==> config.mk <==
export PLATFORM = sky130hd
export DESIGN_NAME = fpadd_share_arb
export DESIGN_NICKNAME = d
export VERILOG_FILES = /design/src/rtl/fpadd_share_arb.sv
export SDC_FILE = /design/constraint.sdc
export NUM_CORES = 1
export LEC_CHECK = 0
export BUFFER_PORTS_ARGS = -buffer_cell sky130_fd_sc_hd__clkbuf_2
export CORE_AREA = 2 2 167 169
export DETAILED_ROUTE_END_ITERATION = 12
export DIE_AREA = 0 0 169 171
export PLACE_DENSITY = 0.79
export SYNTH_ARGS = -nofsm -noshare
export SYNTH_HDL_FRONTEND = slang
export SYNTH_SLANG_ARGS = --single-unit
==> constraint.sdc <==
create_clock -name clk -period 3 [get_ports clk]
set_input_delay 0.75 -clock clk [delete_from_list [all_inputs] [get_ports clk]]
set_output_delay 0.75 -clock clk [all_outputs]
set_load 0.02 [all_outputs]
==> src/rtl/fpadd_share_arb.sv <==
// Two-port front end that time-shares one fixed-latency pipelined FP adder.
// Round-robin issue, owner tag tracking through the adder, per-port credited response FIFOs.
module fpadd_share_arb #(
    parameter int LAT       = 3,
    parameter int RSP_DEPTH = 4
) (
    input  logic        clk,
    input  logic        rst_n,
    input  logic        req0_valid,
    output logic        req0_ready,
    input  logic [31:0] req0_a,
    input  logic [31:0] req0_b,
    input  logic        req1_valid,
    output logic        req1_ready,
    input  logic [31:0] req1_a,
    input  logic [31:0] req1_b,
    output logic        add_valid,
    output logic [31:0] add_a,
    output logic [31:0] add_b,
    input  logic [31:0] add_res,
    output logic        rsp0_valid,
    input  logic        rsp0_ready,
    output logic [31:0] rsp0_res,
    output logic        rsp1_valid,
    input  logic        rsp1_ready,
    output logic [31:0] rsp1_res,
    output logic        busy
);
    localparam int CW = $clog2(RSP_DEPTH + 1);
    localparam int PW = (RSP_DEPTH > 1) ? $clog2(RSP_DEPTH) : 1;
    localparam logic [CW:0]   DEPTH_W  = (CW + 1)'(RSP_DEPTH);
    localparam logic [CW-1:0] FULL_CNT = CW'(RSP_DEPTH);
    localparam logic [PW-1:0] PTR_LAST = PW'(RSP_DEPTH - 1);

    logic [1:0]  req_valid;
    logic [1:0]  rsp_ready;
    logic [31:0] req_a [2];
    logic [31:0] req_b [2];
    logic [1:0]  elig;
    logic [1:0]  grant;
    logic [1:0]  pop;
    logic [1:0]  cap;
    logic [1:0]  rsp_valid_w;
    logic [1:0]  port_busy;
    logic [31:0] head [2];

    logic           last_reg;
    logic           add_valid_reg;
    logic           issue_id_reg;
    logic [31:0]    add_a_reg;
    logic [31:0]    add_b_reg;
    logic [LAT-1:0] tag_valid_reg;
    logic [LAT-1:0] tag_id_reg;

    assign req_valid = {req1_valid, req0_valid};
    assign rsp_ready = {rsp1_ready, rsp0_ready};
    assign req_a[0]  = req0_a;
    assign req_a[1]  = req1_a;
    assign req_b[0]  = req0_b;
    assign req_b[1]  = req1_b;

    // Grants are forced low while reset is asserted so every output reads 0.
    always_comb begin
        grant = 2'b00;
        if (rst_n) begin
            grant[0] = elig[0] && (!elig[1] || last_reg);
            grant[1] = elig[1] && (!elig[0] || !last_reg);
        end
    end

    assign req0_ready = grant[0];
    assign req1_ready = grant[1];

    // Issue register feeds tag stage 0, so stage LAT-1 lines up with add_res.
    always_ff @(posedge clk or negedge rst_n) begin
        if (!rst_n) begin
            last_reg      <= 1'b1;
            add_valid_reg <= 1'b0;
            issue_id_reg  <= 1'b0;
            add_a_reg     <= '0;
            add_b_reg     <= '0;
            tag_valid_reg <= '0;
            tag_id_reg    <= '0;
        end else begin
            add_valid_reg <= |grant;
            issue_id_reg  <= grant[1];
            if (|grant) begin
                last_reg  <= grant[1];
                add_a_reg <= grant[1] ? req_a[1] : req_a[0];
                add_b_reg <= grant[1] ? req_b[1] : req_b[0];
            end
            for (int i = LAT - 1; i > 0; i--) begin
                tag_valid_reg[i] <= tag_valid_reg[i-1];
                tag_id_reg[i]    <= tag_id_reg[i-1];
            end
            tag_valid_reg[0] <= add_valid_reg;
            tag_id_reg[0]    <= issue_id_reg;
        end
    end

    assign add_valid = add_valid_reg;
    assign add_a     = add_a_reg;
    assign add_b     = add_b_reg;

    for (genvar gi = 0; gi < 2; gi++) begin : g_port
        logic [CW-1:0] out_reg;
        logic [CW-1:0] cnt_reg;
        logic [PW-1:0] wptr_reg;
        logic [PW-1:0] rptr_reg;
        logic [31:0]   mem [RSP_DEPTH];

        // Credit: in-flight plus queued results must leave room in the FIFO.
        assign elig[gi] = req_valid[gi] &&
                          (({1'b0, out_reg} + {1'b0, cnt_reg}) < DEPTH_W);
        assign rsp_valid_w[gi] = (cnt_reg != '0);
        assign pop[gi]         = rsp_valid_w[gi] && rsp_ready[gi];
        assign cap[gi]         = tag_valid_reg[LAT-1] && (tag_id_reg[LAT-1] == 1'(gi));
        assign head[gi]        = mem[rptr_reg];
        assign port_busy[gi]   = (out_reg != '0) || (cnt_reg != '0);

        always_ff @(posedge clk or negedge rst_n) begin
            if (!rst_n) begin
                out_reg  <= '0;
                cnt_reg  <= '0;
                wptr_reg <= '0;
                rptr_reg <= '0;
            end else begin
                out_reg <= out_reg + CW'(grant[gi]) - CW'(cap[gi]);
                cnt_reg <= cnt_reg + CW'(cap[gi]) - CW'(pop[gi]);
                if (cap[gi]) begin
                    wptr_reg <= (wptr_reg == PTR_LAST) ? '0 : wptr_reg + 1'b1;
                end
                if (pop[gi]) begin
                    rptr_reg <= (rptr_reg == PTR_LAST) ? '0 : rptr_reg + 1'b1;
                end
            end
        end

        always_ff @(posedge clk) begin
            if (cap[gi]) begin
                mem[wptr_reg] <= add_res;
            end
        end

        always @(posedge clk) begin
            if (rst_n) begin
                assert (!(cap[gi] && (cnt_reg == FULL_CNT) && !pop[gi]));
            end
        end
    end

    assign rsp0_valid = rsp_valid_w[0];
    assign rsp1_valid = rsp_valid_w[1];
    assign rsp0_res   = rsp_valid_w[0] ? head[0] : '0;
    assign rsp1_res   = rsp_valid_w[1] ? head[1] : '0;
    assign busy       = |port_busy;

endmodule
# Word level (Yosys, flattened, before mapping)
# Memories as Yosys holds them, arrays and structs flattened.
# Index checks and enable logic that the tools add are counted.
# Widths: inputs -> output; s select.
[op_classes]
n_eq_ne = 4
n_bitwise = 1
magnitude_cmp = 2
n_addsub = 14
mux = 13
n_reduce_logical = 21
[op_table]
columns = ["op", "n"]
rows = [
  ["$mux 32", 4],
  ["$add 3x1->3", 4],
  ["$reduce_bool 3->1", 4],
  ["$sub 3x1->3", 4],
  ["$mux 2", 5],
  ["$add 2x1->2 const B", 4],
  ["$add 3x3->4", 2],
  ["$eq 2x2->1 const B", 4],
  ["$logic_and 1x1->1", 8],
  ["$lt 4x3->1 const B", 2],
  ["$logic_or 1x1->1", 4],
  ["$mux 1", 4],
  ["$reduce_or 2->1", 2],
  ["$logic_not 1->1", 3],
  ["$not 1->1", 1],
]
[totals]
mem_bits_rw = 256
ff_bits = 93
mem_count = 2
[memory_table]
columns = ["name", "words", "width", "read_ports", "rd_clocked_by_memory_dff", "write_ports", "line", "text"]
rows = [
  ["g_port[0].mem", 4, 32, 1, 0, 1, "110", "logic [31:0] mem [RSP_DEPTH];"],
  ["g_port[1].mem", 4, 32, 1, 0, 1, "110", ""],
]

# Depth between registers and ports, before layout
# Gate-level depths: netlist (run 1).
[depth]
ltp_word = 9
ltp_mapped = 11
ltp_nobuf = 10

# Worst setup path before layout (run 1)
# OpenSTA, ideal clock, no wires.
[synth_path]
path_kind = "input-to-reg"
from = "input req0_valid"
to = "register g_port[1].out_reg[2]"
setup_time_ns = 0.123
t_arrival_ns = 2.663
path_slack_ns = 0.214
path_stages = 8
path_cell_list = "or4b_4 nor3b_4 buf_6 buf_12 nor2_1 ha_1 fa_1 xnor2_1"
[synth_via]
elab_chain_len = 7
[synth_lines]
columns = ["item", "line", "text"]
rows = [
  ["start, declared", "9", "input logic req0_valid,"],
  ["$logic_and 1x1->1", "113", "assign elig[gi] = req_valid[gi] &&"],
  ["$logic_not 1->1", "67", "grant[1] = elig[1] && (!elig[0] || !last_reg);"],
  ["$logic_or 1x1->1", "67", ""],
  ["$logic_and 1x1->1", "67", ""],
  ["$mux 2", "65", "if (rst_n) begin"],
  ["via req1_ready", "14", "output logic req1_ready,"],
  ["$add 3x1->3", "128", "out_reg <= out_reg + CW'(grant[gi]) - CW'(cap[gi]);"],
  ["$sub 3x1->3", "128", ""],
  ["end signal, assigned", "128", ""],
  ["end, declared", "106", "logic [CW-1:0] out_reg;"],
]
# The timed path passes the listed nets, and every way through them passes these cells.
# A chain may end at the register's enable or synchronous reset.

# Worst setup path in the final report (run 1)
[layout_path]
from = "register g_port[0].cnt_reg[2]"
to = "output req0_ready"
[layout_via]
elab_chain_len = 5
[layout_lines]
columns = ["item", "line", "text"]
rows = [
  ["start, declared", "107", "logic [CW-1:0] cnt_reg;"],
  ["start signal, assigned", "129", "cnt_reg <= cnt_reg + CW'(cap[gi]) - CW'(pop[gi]);"],
  ["$add 3x3->4", "114", "(({1'b0, out_reg} + {1'b0, cnt_reg}) < DEPTH_W);"],
  ["$lt 4x3->1", "114", ""],
  ["$logic_and 1x1->1", "113", ""],
  ["$logic_and 1x1->1", "66", "grant[0] = elig[0] && (!elig[1] || last_reg);"],
  ["$mux 2", "65", ""],
  ["end, declared", "10", "output logic req0_ready,"],
]
# No other way between the ends.

==> results of run 1 <==
timing repair:
item	in CTS	in global routing
gates cloned	0	0
gates resized for setup	10	2
setup buffers	4	2
pin swaps	6	4
setup endpoints to repair	2	2
power by group:
| group | internal [mW] | switching [mW] | leakage [nW] |
|---|---|---|---|
| registers | 6.11 | 0.569 | 3.37 |
| logic | 2.96 | 4.31 | 3.07 |
| clock network | 2.53 | 1.80 | 0.558 |
layer usage:
metal | vias to the layer above | track usage [%] | share of wire, % | wire [um]
li1 | 3990 | - | - | -
met1 | 4436 | 30.6 | 40 | 13400
met2 | 371 | 39.1 | 50 | 16800
met3 | 45 | 5.74 | 7.7 | 2560
met4 | 2 | 5.87 | 1.6 | 542
met5 | - | 0 | 0.027 | 9
worst max-delay path, cell delays in order, from the launching register on:
cell and delay (ns):
dfrtp_1 0.39, ha_1 0.28, or4b_4 0.57, nor2_4 0.14, o211a_4 0.19, buf_8 0.12
Yosys cell counts, drive strengths merged:
master	count	share of area (%)
o21ai	18	0.61
nor3	52	1.8
o211a	1	0.068
xor2	2	0.12
dfstp	1	0.18
ha	22	1.9
or3	4	0.17
nor4b	1	0.16
a21o	3	0.15
fa	4	0.54
o2bb2ai	1	0.060
nor3b	1	0.13
and2	69	2.9
a21oi	64	2.2
mux2	2	0.15
buf	32	1.8
or3b	14	0.83
or4b	1	0.094
clkbuf	31	0.79
inv	73	1.9
nor2	3	0.077
edfxtp	256	52
nor4	1	0.043
a211oi	50	4.2
nor2b	1	0.043
a31oi	14	0.60
and3	5	0.21
xnor2	6	0.36
mux4	64	9.8
dfrtp	92	16
nand2	8	0.20
nand3	3	0.10
placed cells by master (no fill, tap or decap), drive strengths merged:
master      n
xnor2       6
or3         4
and2       69
a21o        3
mux2        2
xor2        2
or3b       14
bufinv      1
fa          4
buf        29
clkbuf    350
nor3b       1
nor4b       1
dfstp       1
mux4       64
clkinvlp    1
clkinv     10
dfrtp      92
nor2b       1
a211oi     50
nand3       3
diode       3
ha         22
o2bb2ai     1
nor4        1
and3        5
nor3       52
inv        75
nand2       8
nor2        3
o211a       1
a31oi      14
o21ai      18
or4b        1
a21oi      64
edfxtp    256
per-stage QoR:
stage	instance area (um2)	cells	setup slack (ns)	total power, mW
final	17800	1578	0.0613	18.3
after CTS	17800	1573	-0.0761	18.4
after floorplan	14700	899	0.214	11.7
after global placement	16600	1501	0.236	13.8
after global routing	17800	1577	-0.0163	19.2
after detailed placement	16600	1501	0.234	14.0
worst max path at each step:
stage	cells past startpoint	from	slack (ns)	endpoint
detailed placement	5	req0_valid	0.23	req0_ready
floorplan	8	req0_valid	0.21	g_port[1].out_reg[2]
global placement	5	req0_valid	0.24	req0_ready
finish	5	g_port[0].cnt_reg[2]	0.06	req0_ready
CTS	5	g_port[0].cnt_reg[2]	-0.08	req1_ready
global route	5	g_port[0].cnt_reg[2]	-0.02	req0_ready
layout make-up:
class	count	area, um2	share of cell area [%]
inverter	73	274	1.54
tap	346	433	2.43
timing repair buffer	325	1810	10.2
clock buffer	54	1050	5.91
antenna	3	7.51	0.0422
multi-input combinational	414	4110	23.1
clock inverter	14	98.8	0.555
sequential	349	10000	56.3
logic make-up (layout without fill, tap and decap cells):
logic type / after synthesis / after routing / synth area share (%)
multiplexers: 66 / 66 / 9.95
AND/OR/NAND/NOR: 163 / 163 / 6.77
buffers and inverters: 136 / 466 / 4.41
other: 0 / 3 / 0
XOR/XNOR: 8 / 8 / 0.476
AO/OA/AOI/OAI: 151 / 151 / 7.88
adder cells (fa/ha/maj): 26 / 26 / 2.42
flip-flops: 349 / 349 / 68.1
==> results.yml, run 1 <==
pwr:
  power_per_cell_area_nw_per_um2: 1030
  ir_drop_mv: 0.583
  leakage_nw: 6.99
worst_setup_path:
  crit_fanout: 3
  reg2reg_to: "g_port[1].out_reg[2]"
  endpoint_kind: "primary output"
  criticalPathCategory: "flop to primary output"
  rrSetupSlack_ns: 0.44
  start_kind: "flop"
  arrival_ns: 2.19
  required_ns: 2.25
  r2r-start: "g_port[0].cnt_reg[2]"
  ff2ff_path_depth: 8
clock_tree:
  clock_sinks: 349
  cts-root-buf: "clkbuf_16"
  htree_num_levels: 2
  cts-hold-fix-buffers: 0
  clockBufferDepth: 3
  clk_latency_ns: 0.52
  cts_tree: "yes"
  cts-buffers-inserted: 37
  path_clk_slew_ns: 0.05
placement:
  port_buffers: 299
  hpwl_um: 21500
  gp_congestion: 0.817
global_route:
  grt_max_degree: 80
  grt_pass1_vias: 9039
  grtUsageTotal_pct: 23.2
  antenna_found_initial: 5
  overflow: 0
  grt_pass1_wl_um: 51000
run:
  cap_violations: 0
sta:
  final.setup.tns_ns: 0
  rsz0062_at_grt: "yes"
  setup_viol_count_final: 0
  post-route-period-util_pct: 98.0
  slew_headroom_pct: 33.1
  max_clock_freq_mhz: 340
  hold_viol: 0
  whs_ns: 0.351
  fin_crit_ns: 2.94
  tightestPinTransition_ns: 1.00
  fin_skew_ns: 0.0198
  report.final.slew_viol_count: 0
finish:
  final_core_util_pct: 65.2
  n_fill_cell: 1957
  largest_reg_flops: 256
  nets: 1392
  area_growth_pct: 21.0
  drive_gt1_share_pct: 42.6
min_path:
  min_from: "tag_id_reg[1]"
  holdPathEnd: "tag_id_reg[2]"
  hold_depth: 0
  hp-class: "flop to flop"
floorplanning:
  start_util_pct: 53.8
  core_area_um2: 27300
  die_w_um: 169
  ios: 300
  die_h_um: 171
  rows: 61
  die_area_um2: 28900
run_status:
  status: "finished clean"
yosys:
  synth.distinct_cells: 36
  yosysSeqAreaShare_pct: 68.1
  synthCells: 899
  yosysWarningCount: 0
  avgSynthCellArea_um2: 16.4
  syn-num-nets: 1091
  netlist_area_um2: 14700
  synth_seq_cells: 349
detailed_routing:
  drt_wl_total_um: 33300
  dr.pass1.iters: 5
  viasPerCell: 5.60
  final_antenna_net_count: 0
  wl_per_cell_um: 21.1
  drc_errors: 0
  dr_total_vias: 8844
  drt_iter0_drc: 669
Note: power is estimated with default switching activity, not from simulation.
==> inputs of run 2 (changes only) <==
--- a/config.mk
+++ b/config.mk
@@ -7,6 +7,7 @@
 export LEC_CHECK = 0
 export BUFFER_PORTS_ARGS = -buffer_cell sky130_fd_sc_hd__clkbuf_2
 export CORE_AREA = 2 2 167 169
+export CTS_CLUSTER_DIAMETER = 50
 export DETAILED_ROUTE_END_ITERATION = 12
 export DIE_AREA = 0 0 169 171
 export PLACE_DENSITY = 0.79
==> constraint.sdc (replaced) <==
create_clock -name clk -period 3.15 [get_ports clk]
set_input_delay 0.7875 -clock clk [delete_from_list [all_inputs] [get_ports clk]]
set_output_delay 0.7875 -clock clk [all_outputs]
set_load 0.02 [all_outputs]
==> run 2 against run 1 <==
  * Die area stayed put
  * Hold slack worse by 0.29 ns
  * Final area grew 0.29%
  * Combinational power is 5.6% lower
  * Highest routed layer is now met4
==> results.yml, run 2 (synthesis results as in run 1) <==
pwr:
  ir_drop_mv: 0.644
  cell_internal_pwr_mw: 11.2
  seqPwrFrac_pct: 36.4
  clkPwrFrac_pct: 24.5
  switching_share_pct: 36.6
  p_comb_share_pct: 39.0
  leakage_nw: 7.01
  power_per_cell_area_nw_per_um2: 985
  p_total_mw: 17.6
  p_switching_mw: 6.44
detailed_routing:
  wl_per_cell_um: 21.6
  drc_errors: 0
  dr.pass1.iters: 5
  viasPerCell: 5.63
  dr_total_vias: 8879
  drt_wl_total_um: 34100
  final_antenna_net_count: 0
  drt_iter0_drc: 677
placement:
  dp_cells: 1504
  dp_slack_ns: 0.365
  port_buffers: 299
  placed_cell_area_um2: 16600
  gp_congestion: 0.820
  hpwl_um: 22200
worst_setup_path:
  crit_fanout: 4
  rrSetupSlack_ns: 0.44
  arrival_ns: 2.31
  start_kind: "flop"
  endpoint_kind: "primary output"
  required_ns: 2.36
  ff2ff_path_depth: 6
  r2r-start: "g_port[0].out_reg[2]"
  startpoint: "g_port[0].out_reg[2]"
  criticalPathCategory: "flop to primary output"
  reg2reg_to: "add_b[27]"
finish:
  final_common_cell: "clkbuf_2"
  final_cells: 1578
  largest_reg_flops: 256
  final_area_um2: 17900
  nets: 1393
  area_growth_pct: 21.4
  drive_gt1_share_pct: 43.2
  final_cell_mix: "clkbuf_2, edfxtp_1, dfrtp_1"
clock_tree:
  cts-root-buf: "clkbuf_16"
  cts-hold-fix-buffers: 0
  clock_sinks: 349
  path_clk_slew_ns: 0.06
  cts_tree: "yes"
  clockBufferDepth: 3
  clk_latency_ns: 0.53
  htree_num_levels: 2
  cts-buffers-inserted: 38
floorplanning:
  die_h_um: 171
  die_w_um: 169
  rows: 61
  die_area_um2: 28900
  start_util_pct: 53.8
  ios: 300
  core_area_um2: 27300
run:
  cap_violations: 0
sta:
  fin_crit_ns: 3.10
  final.setup.tns_ns: 0
  tightestPinTransition_ns: 0.984
  post-route-period-util_pct: 98.3
  rsz0062_at_grt: "no"
  setup_ws_ns: 0.0548
  hold_viol: 0
  report.final.slew_viol_count: 0
  max_clock_freq_mhz: 323
  setup_viol_count_final: 0
  slew_headroom_pct: 34.4
  fin_skew_ns: 0.0217
global_route:
  grt_pass1_wl_um: 51700
  grt_pass1_vias: 9149
  overflow: 0
  grtUsageTotal_pct: 23.8
  grt_max_degree: 84
  antenna_found_initial: 4
run_status:
  status: "finished clean"
min_path:
  hp-class: "primary input to asynchronous set/reset pin"
==> run 2: timing repair <==
| item | 4_1_cts | 5_1_grt |
|---|---|---|
| endpoints found under the setup margin | 22 | 18 |
| buffers inserted | 0 | 3 |
| pin swaps | 0 | 2 |
| hold endpoints to repair | 0 | 0 |
| gates resized for setup | 5 | 2 |
==> run 2: layout make-up <==
class	instances	area (um2)
tap	346	433
multi-input combinational	414	4100
sequential	349	10000
antenna	3	7.51
inverter	73	274
fill	1917	9470
clock inverter	15	155
timing repair buffer	325	1800
clock buffer	53	1060
==> run 2: power by group through the flow <==
stage | combinational (mW) | sequential, mW | clock [mW]
after detailed placement | 6.84 | 6.49 | 0
after global routing | 7.41 | 6.49 | 4.57
final | 6.87 | 6.40 | 4.32
after global placement | 6.65 | 6.48 | 0
after CTS | 6.85 | 6.45 | 4.37
after floorplan | 4.36 | 6.74 | 0
==> run 2: critical path, stage by stage, from the launching register on <==
cell	delay [ns]
dfrtp_1	0.40
ha_1	0.30
or4b_4	0.59
nor3b_4	0.22
nor2_2	0.10
clkbuf_2	0.17
==> run 2: layer usage <==
metal	GRT usage, %	routed length [um]
met4	7.62	877
met5	0	0
met2	41.9	17900
met3	5.30	2380
met1	29.6	13000
==> run 2: worst max-delay path by stage <==
stage / slack [ns] / end
2_1_floorplan: 0.33 / g_port[1].out_reg[2]
3_3_place_gp: 0.36 / req0_ready
3_5_place_dp: 0.37 / req0_ready
4_1_cts: 0.004 / rsp1_res[1]
5_1_grt: 0.003 / req0_ready
6_report: 0.05 / req1_ready
==> run 2: per-stage QoR <==
step                hold slack (ns)  utilization, %
finish                       0.0658            65.3
global route                 0.0542            65.3
CTS                          0.0519            65.2
detailed placement            0.339            60.7
global placement              0.332            60.7
floorplan                     0.331               -
==> inputs of run 3 (changes only) <==
==> config.mk (replaced) <==
export PLATFORM = sky130hd
export DESIGN_NAME = fpadd_share_arb
export DESIGN_NICKNAME = d
export VERILOG_FILES = /design/src/rtl/fpadd_share_arb.sv
export SDC_FILE = /design/constraint.sdc
export NUM_CORES = 1
export LEC_CHECK = 0
export CORE_AREA = 2 2 195 197
export CTS_CLUSTER_DIAMETER = 50
export DETAILED_ROUTE_END_ITERATION = 12
export DIE_AREA = 0 0 197 199
export DONT_BUFFER_PORTS = 1
export SETUP_SLACK_MARGIN = 0.5
export SYNTH_ARGS = -nofsm -noshare
export SYNTH_HDL_FRONTEND = slang
export SYNTH_SLANG_ARGS = --single-unit
==> run 3 against run 2 <==
  * The flow now finishes with violations (negative hold slack)
  * Final area is 3.0% lower
  * Flip-flop and latch count stayed put
  * Non-clock buffer count is 267 lower
  * Register-to-register slack better by 0.19 ns
  * Via count is 11% lower
  * Hold slack worse by 0.13 ns
  * Worst setup slack better by 0.12 ns
  * Power is 3.7% higher
  * Sequential share of layout area is 1.8 points higher
  * Core utilization is 19 points lower
  * Largest cell class unchanged
==> results.yml, run 3 (synthesis results as in run 1) <==
global_route:
  overflow: 0
  gr-usage-met2_pct: 30.6
  busiest_layer: "met2"
  grt_pass1_vias: 8045
  grtUsageMet1_pct: 21.6
  grtUsageTotal_pct: 17.9
  antenna_found_initial: 3
  use_met3_pct: 5.63
  grt_max_degree: 162
  grt_pass1_wl_um: 51300
placement:
  port_buffers: 0
  dp_slack_ns: 0.531
  placed_cell_area_um2: 15300
  gp_congestion: 0.777
  hpwl_um: 22200
run_status:
  status: "complete, but fails checks"
  violations: "negative hold slack"
floorplanning:
  start_util_pct: 39.6
  core_area_um2: 37100
  rows: 71
  die_h_um: 199
  die_area_um2: 39200
  ios: 300
  die_w_um: 197
sta:
  fin_skew_ns: 0.0217
  report.final.slew_viol_count: 0
  fin_crit_ns: 2.97
  tightestPinTransition_ns: 0.776
  rsz0062_at_grt: "yes"
  whs_ns: -0.0623
  setup_viol_count_final: 0
  slew_headroom_pct: 48.2
  final.setup.tns_ns: 0
  max_clock_freq_mhz: 337
  setup_ws_ns: 0.180
  hold_viol: 92
  post-route-period-util_pct: 94.3
clock_tree:
  path_clk_slew_ns: 0.06
  clk_latency_ns: 0.56
  clock_sinks: 349
  cts-root-buf: "clkbuf_16"
  cts_tree: "yes"
  clockBufferDepth: 3
  cts-buffers-inserted: 41
  htree_num_levels: 2
finish:
  final_area_um2: 17300
  final_common_cell: "edfxtp_1"
  area_growth_pct: 17.8
  largest_reg_flops: 256
  drive_gt1_share_pct: 34.6
  final_cell_mix: "edfxtp_1, dfrtp_1, inv_1"
  final_core_util_pct: 46.6
  nets: 1129
worst_setup_path:
  crit_fanout: 4
  criticalPathCategory: "flop to primary output"
  required_ns: 2.36
  start_kind: "flop"
  worst-path-buf-inv: 0
  worst_path_max_delay_cell: "or4b_4"
  endpoint_kind: "primary output"
  arrival_ns: 2.18
  slowest_delay_ns: 0.56
  crit_family: "simple AND/OR/NAND/NOR gates"
  rrSetupSlack_ns: 0.63
  crit_chain: "ha_1, or4b_4, nor3b_4, nor2_4"
detailed_routing:
  viasPerCell: 5.45
  dr_total_vias: 7865
  drt_wl_total_um: 35600
  wl_per_cell_um: 24.7
  drt_iter0_drc: 388
  dr.pass1.iters: 4
  final_antenna_net_count: 0
  drc_errors: 0
min_path:
  hp-class: "primary input to asynchronous set/reset pin"
pwr:
  power_per_cell_area_nw_per_um2: 1050
  leakage_nw: 6.24
  ir_drop_mv: 0.525
run:
  cap_violations: 0
-- run 3: routing by layer --
metal	vias to the layer above	part of all wire [%]
li1	3464	-
met1	4041	39
met2	305	50
met3	51	7.9
met4	4	2.3
met5	-	0.076
-- run 3: metrics by stage --
step / std cells / power (mW)
floorplan: 899 / 11.1
global placement: 1333 / 12.3
detailed placement: 1333 / 12.4
CTS: 1431 / 18.2
global route: 1442 / 19.1
finish: 1442 / 18.2
-- run 3: power breakdown --
part | total (mW) | switching (mW) | internal [mW]
Clock | 4.73 | 1.89 | 2.83
Combinational | 6.52 | 3.41 | 3.11
Sequential | 7.00 | 1.18 | 5.82
Total | 18.2 | 6.48 | 11.8
-- run 3: path summary, 6_finish.rpt --
check | start | to | cells after the start
worst max register to register | g_port[0].cnt_reg[2] | g_port[0].cnt_reg[2] | 11
min in group clk | add_res[21] | g_port[1].mem[2][21] | 0
worst min-delay path | rst_n | add_b[3] | 0
worst max-delay path | g_port[0].out_reg[2] | req1_ready | 4
max in group asynchronous | rst_n | add_b[13] | 0
worst min register to register | issue_id_reg | tag_id_reg[0] | 0
-- run 3: layout make-up --
class | count | area, um2
Fill cell | 3223 | 19800
Sequential cell | 349 | 10000
Multi-Input combinational cell | 414 | 4280
Clock buffer | 55 | 1110
Timing Repair Buffer | 58 | 801
Tap cell | 474 | 593
Inverter | 73 | 274
Clock inverter | 18 | 234
Antenna cell | 1 | 2.50
-- run 3: what timing repair did --
action,CTS,global route
endpoints found under the setup margin,67,81
endpoints found under the hold margin,92,92
cloned,5,2
pin swaps,8,7
setup buffers,20,8
gates resized for setup,140,25
